$ cat config.mk
export PLATFORM = sky130hd
export DESIGN_NAME = hazard_unit
export DESIGN_NICKNAME = d
export VERILOG_FILES = /design/src/rtl/core_pkg.sv /design/src/rtl/hazard_perf_cnt.sv /design/src/rtl/hazard_unit.sv
export SDC_FILE = /design/constraint.sdc
export NUM_CORES = 1
export LEC_CHECK = 0
export BUFFER_PORTS_ARGS = -buffer_cell sky130_fd_sc_hd__buf_2
export CORE_MARGIN = 1.5
export CORE_UTILIZATION = 34
export CTS_CLUSTER_SIZE = 8
export DETAILED_ROUTE_END_ITERATION = 7
export PLACE_DENSITY = 0.83
export REMOVE_ABC_BUFFERS = 1
export SYNTH_ARGS = -nofsm -noshare
export SYNTH_HDL_FRONTEND = slang
export SYNTH_SLANG_ARGS = --single-unit
export TNS_END_PERCENT = 100
$ cat constraint.sdc
create_clock -name clk -period 2 [get_ports clk]
set_input_delay 0.3 -clock clk [delete_from_list [all_inputs] [get_ports clk]]
set_output_delay 0.3 -clock clk [all_outputs]
set_load 0.1 [all_outputs]
$ cat src/rtl/core_pkg.sv
// Shared pipeline types and hazard-controller constants for the 5-stage core.
// Pure declarations: no logic, no latency, no flow control.
// Loads are recognised by the top bit of mem_op alone; the low bits carry the access size.
package core;

    localparam int   REG_W          = 5;
    localparam int   MEM_OP_BITS    = 4;
    localparam logic LOAD_PRFX      = 1'b1;
    localparam int   HZ_MAX_BUBBLES = 3;

    typedef struct packed {
        logic [REG_W-1:0]       rs1;
        logic [REG_W-1:0]       rs2;
        logic [REG_W-1:0]       rd;
        logic [MEM_OP_BITS-1:0] mem_op;
    } pipeline_bus_t;

    typedef enum logic [1:0] {
        HZ_RUN,
        HZ_LU_STALL,
        HZ_MEM_WAIT
    } hazard_state_t;

    function automatic logic is_load(input pipeline_bus_t bus);
        return bus.mem_op[MEM_OP_BITS-1] == LOAD_PRFX;
    endfunction

endpackage

$ cat src/rtl/hazard_perf_cnt.sv
// Saturating event counter for the hazard unit's performance statistics.
// Latency: count visible one cycle after inc; holds at all-ones.
// No backpressure: inc is sampled every cycle.
module hazard_perf_cnt #(
    parameter int CNT_W = 32
) (
    input  logic             clk,
    input  logic             rst,
    input  logic             inc,
    output logic [CNT_W-1:0] cnt
);

    always_ff @(posedge clk or negedge rst) begin
        if (!rst) begin
            cnt <= '0;
        end else if (inc && (cnt != '1)) begin
            cnt <= cnt + CNT_W'(1);
        end
    end

endmodule

$ cat src/rtl/hazard_unit.sv
// Pipeline hazard controller: load-use bubbles, data-memory wait stalls, branch flushes.
// Latency: controls are combinational (zero cycles); FSM state updates on posedge clk.
// Backpressure: mem wait freezes PC..EX/MEM; perf counters only with HAZARD_PERF_CNT_EN.
module hazard_unit
    import core::*;
#(
    parameter int LOAD_USE_BUBBLES = 2,
    parameter int CNT_W            = 32
) (
    input  logic               clk,
    input  logic               rst,
    input  core::pipeline_bus_t id_bus_i,
    input  core::pipeline_bus_t ex_bus_i,
    input  logic               br_taken_i,
    input  logic               dmem_valid_i,
    input  logic               dmem_ready_i,
    output logic               pc_stall_o,
    output logic               if_id_stall_o,
    output logic               if_id_flush_o,
    output logic               id_ex_bubble_o,
    output logic               id_ex_stall_o,
    output logic               ex_mem_stall_o,
    output logic [CNT_W-1:0]   lu_stall_cnt_o,
    output logic [CNT_W-1:0]   mem_stall_cnt_o,
    output logic [CNT_W-1:0]   flush_cnt_o
);

    localparam int LU_W = $clog2(HZ_MAX_BUBBLES + 1);
    localparam logic [LU_W-1:0] LU_RELOAD = LU_W'(LOAD_USE_BUBBLES - 1);

    hazard_state_t   state, state_nxt;
    logic [LU_W-1:0] lu_cnt, lu_cnt_nxt;

    logic lu_hit, mem_wait;
    logic pc_stall, if_id_stall, if_id_flush, id_ex_bubble, id_ex_stall, ex_mem_stall;

    logic unused_bus_bits;
    assign unused_bus_bits = ^{id_bus_i.rd, id_bus_i.mem_op, ex_bus_i.rs1, ex_bus_i.rs2,
                               ex_bus_i.mem_op[MEM_OP_BITS-2:0]};

    assign lu_hit   = (ex_bus_i.rd != '0) && is_load(ex_bus_i) &&
                      ((id_bus_i.rs1 == ex_bus_i.rd) || (id_bus_i.rs2 == ex_bus_i.rd));
    assign mem_wait = dmem_valid_i && !dmem_ready_i;

    always_ff @(posedge clk or negedge rst) begin
        if (!rst) begin
            state  <= HZ_RUN;
            lu_cnt <= '0;
        end else begin
            state  <= state_nxt;
            lu_cnt <= lu_cnt_nxt;
        end
    end

    always_comb begin
        state_nxt    = state;
        lu_cnt_nxt   = lu_cnt;
        pc_stall     = 1'b0;
        if_id_stall  = 1'b0;
        if_id_flush  = 1'b0;
        id_ex_bubble = 1'b0;
        id_ex_stall  = 1'b0;
        ex_mem_stall = 1'b0;

        unique case (state)
            HZ_RUN: begin
                if (mem_wait) begin
                    {pc_stall, if_id_stall, id_ex_stall, ex_mem_stall} = '1;
                    lu_cnt_nxt = '0;
                    state_nxt  = HZ_MEM_WAIT;
                end else if (br_taken_i) begin
                    if_id_flush  = 1'b1;
                    id_ex_bubble = 1'b1;
                end else if (lu_hit) begin
                    {pc_stall, if_id_stall, id_ex_bubble} = '1;
                    if (LOAD_USE_BUBBLES > 1) begin
                        lu_cnt_nxt = LU_RELOAD;
                        state_nxt  = HZ_LU_STALL;
                    end
                end
            end
            HZ_LU_STALL: begin
                if (mem_wait) begin
                    {pc_stall, if_id_stall, id_ex_stall, ex_mem_stall} = '1;
                    state_nxt = HZ_MEM_WAIT;
                end else if (br_taken_i) begin
                    // The stalled consumer sits on the wrong path, so drop the remaining bubbles.
                    if_id_flush  = 1'b1;
                    id_ex_bubble = 1'b1;
                    lu_cnt_nxt   = '0;
                    state_nxt    = HZ_RUN;
                end else begin
                    {pc_stall, if_id_stall, id_ex_bubble} = '1;
                    lu_cnt_nxt = lu_cnt - LU_W'(1);
                    if (lu_cnt == LU_W'(1)) begin
                        state_nxt = HZ_RUN;
                    end
                end
            end
            HZ_MEM_WAIT: begin
                if (mem_wait) begin
                    {pc_stall, if_id_stall, id_ex_stall, ex_mem_stall} = '1;
                end else begin
                    state_nxt = (lu_cnt != '0) ? HZ_LU_STALL : HZ_RUN;
                end
            end
            default: begin
                state_nxt  = HZ_RUN;
                lu_cnt_nxt = '0;
            end
        endcase
    end

    // Controls are forced low during reset, whatever the inputs are doing.
    assign pc_stall_o     = rst && pc_stall;
    assign if_id_stall_o  = rst && if_id_stall;
    assign if_id_flush_o  = rst && if_id_flush;
    assign id_ex_bubble_o = rst && id_ex_bubble;
    assign id_ex_stall_o  = rst && id_ex_stall;
    assign ex_mem_stall_o = rst && ex_mem_stall;

`ifdef HAZARD_PERF_CNT_EN
    logic lu_inc, mem_inc, flush_inc;

    assign lu_inc    = pc_stall_o && id_ex_bubble_o;
    assign mem_inc   = ex_mem_stall_o;
    assign flush_inc = if_id_flush_o;

    hazard_perf_cnt #(.CNT_W(CNT_W)) u_lu_cnt (
        .clk (clk),
        .rst (rst),
        .inc (lu_inc),
        .cnt (lu_stall_cnt_o)
    );

    hazard_perf_cnt #(.CNT_W(CNT_W)) u_mem_cnt (
        .clk (clk),
        .rst (rst),
        .inc (mem_inc),
        .cnt (mem_stall_cnt_o)
    );

    hazard_perf_cnt #(.CNT_W(CNT_W)) u_flush_cnt (
        .clk (clk),
        .rst (rst),
        .inc (flush_inc),
        .cnt (flush_cnt_o)
    );
`else
    assign lu_stall_cnt_o  = '0;
    assign mem_stall_cnt_o = '0;
    assign flush_cnt_o     = '0;
`endif

endmodule
==> flow_summary.toml <==
[yosys]
ys_ff_latch = 4
async_flop_share_pct = 100
synth_edf_count = 0
netlist_area_um2 = 1210
yosysWarnings = 0
syn_inst = 156
syn_avg_cell_area_um2 = 7.73
ys.flop_type = "dfrtp_1"
ys_types = 31
ys_seq_area_share_pct = 8.30

[min_path]
hold_path_end = "lu_cnt[1]$_DFFE_PN0P_"
min_delay_path_depth = 2
min_path_type = "in -> reg"
min_from = "br_taken_i"

[route]
post_drt_wl_per_cell_um = 7.51
routed_wl_um = 1730
drcViolationCount = 0
vias = 778
first_pass_iters = 4
dr.first_iter.drc_count = 5
drtAntennaViolNets = 0
viasPerCell = 3.37

[die]
initial_core_util_pct = 35.9
die_area_um2 = 3910
core_area_um2 = 3360
row_count = 21
die_x_um = 62.6
pin_count = 145
fp.dieH_um = 62.6

[setup_path]
ff2ff_path_depth = 5
r2r-end = "lu_cnt[1]$_DFFE_PN0P_"
reg2reg_from = "lu_cnt[0]$_DFFE_PN0P_"
reg2reg_slack_ps = 420
start_kind = "input pin"
startpoint = "ex_bus_i[8]"
cp_max_fo = 4
critPathKind = "in -> out"
cp.required_ps = 1700
end_kind = "output pin"
critPathArrivalTime_ps = 1590

[timing]
setup_tns_ps = 0
finalCriticalPeriod_ps = 1890
finalWorstSetupSlack_ps = 108
hold_violations = 0
finalClockSkew_ps = 1.72
grt_setup_unrepaired = "false"
setup_violations = 0
slew_violations = 0
finalCritPeriodShare_pct = 94.6
whs_ps = 381
fmax_mhz = 529

[placement]
globalplace.congestion = 0.835
port_buffers = 26
postPlaceCellArea_um2 = 1080
post-place-ws_ps = 9.53
dp_hpwl_um = 1590

[clock_network]
clk_pin_slew_ps = 40
cts_tree = "built"
clock_sinks = 4
cts_root_buf = "clkbuf_4"
insertion_delay_ps = 230
cts_buffer_depth = 2
cts-buffers-inserted = 3
h-tree-depth = 1

[finish]
fill_cells = 387
area_delta_synth_final_pct = -7.16
final_common_cell = "conb_1"
drive_gt1_share_pct = 21.1
final_cell_mix = "conb_1 (96), buf_2 (22), xnor2_1 (6), buf_4 (5)"
fin_nets = 232
diodes = 0
fin_area_um2 = 1120

[grt]
grt_util_all_layers_pct = 7.72
grt_overflow_total = 0
grt_pass1_wl_um = 2440
antenna_found_initial = 0
grt_pass1_vias = 581
grt_max_degree = 11

[power]
p_per_area_nw_per_um2 = 1140
p_leak_nw = 0.644
vdd_drop_max_mv = 0.419

[run]
cap_violations = 0

[status]
status = "finished clean"
[metal layers]
layer | up-vias | global-route usage, % | wire length, um
met5 | - | 0 | 0
met4 | 0 | 1.67 | 0
met3 | 0 | 2.88 | 213
met2 | 63 | 16.7 | 1070
met1 | 347 | 6.35 | 447
li1 | 368 | - | -
[layout make-up]
type	count	area (um2)	share of cell area, %
well taps	46	57.6	5.14
clock buffers	3	22.5	2.01
repair buffers	31	218	19.4
inverters	4	15.0	1.34
multi-input cells	143	707	63.1
flip-flops and latches	4	100	8.94
[flip-flops by register name, summed over array words and instances, names as in the netlist]
signal,flops
lu_cnt,2
state,2
[critical path: stages]
cell and delay (ps):
buf_2 120, xnor2_1 150, nand3_1 110, nor3_2 220, o221ai_2 150, buf_4 170, a21oi_2 170, buf_12 200
[report_power, final]
group / switching [mW] / total (mW) / leakage (nW) / internal (mW)
Clock: 0.0331 / 0.100 / 0.0138 / 0.0671
Combinational: 0.929 / 1.04 / 0.577 / 0.110
Sequential: 0.0291 / 0.133 / 0.0537 / 0.103
[synthesized netlist by cell type, types with 2 or more instances]
master | instances | share of area (%)
ha_1 | 2 | 2.1
xor2_1 | 4 | 2.9
nor3_2 | 2 | 1.7
o21ai_0 | 2 | 0.83
inv_1 | 4 | 1.2
nor3_1 | 3 | 1.2
nand2b_1 | 2 | 1.0
nand3_1 | 3 | 1.2
nand2_1 | 2 | 0.62
nor2_1 | 3 | 0.93
dfrtp_1 | 4 | 8.3
xnor2_1 | 6 | 4.4
a21oi_1 | 3 | 1.2
nor2b_1 | 2 | 1.0
buf_4 | 98 | 61
[worst max path at each step]
stage | endpoint | slack (ps)
floorplan | if_id_stall_o | -2440
global placement | id_ex_bubble_o | 20
detailed placement | id_ex_bubble_o | 10
CTS | if_id_flush_o | 60
global route | if_id_stall_o | 1
finish | id_ex_bubble_o | 110
[kinds of logic after synthesis]
kind of cell,synth area share [%]
buffers and inverters,63.0
AND/OR/NAND/NOR,11.1
AO/OA/AOI/OAI,7.99
XOR/XNOR,7.26
flip-flops,8.30
adder cells (fa/ha/maj),2.07
other,0.311
[per-stage QoR]
step | cells | utilization, % | power (mW)
global placement | 227 | 32.1 | 1.16
detailed placement | 227 | 32.1 | 1.17
finish | 231 | 33.3 | 1.27
CTS | 231 | 33.2 | 1.28
floorplan | 151 | - | 1.08
global route | 231 | 33.3 | 1.33
[what timing repair did]
| action | in CTS | in global routing |
|---|---|---|
| endpoints found under the setup margin | 1 | 3 |
| hold buffers | 1 | 0 |
| hold endpoints to repair | 4 | 0 |
| buffers inserted | 0 | 0 |
| resized for setup | 1 | 2 |
| cloned | 0 | 0 |
| pin swaps | 0 | 2 |
(Power assumes the default switching activity.)
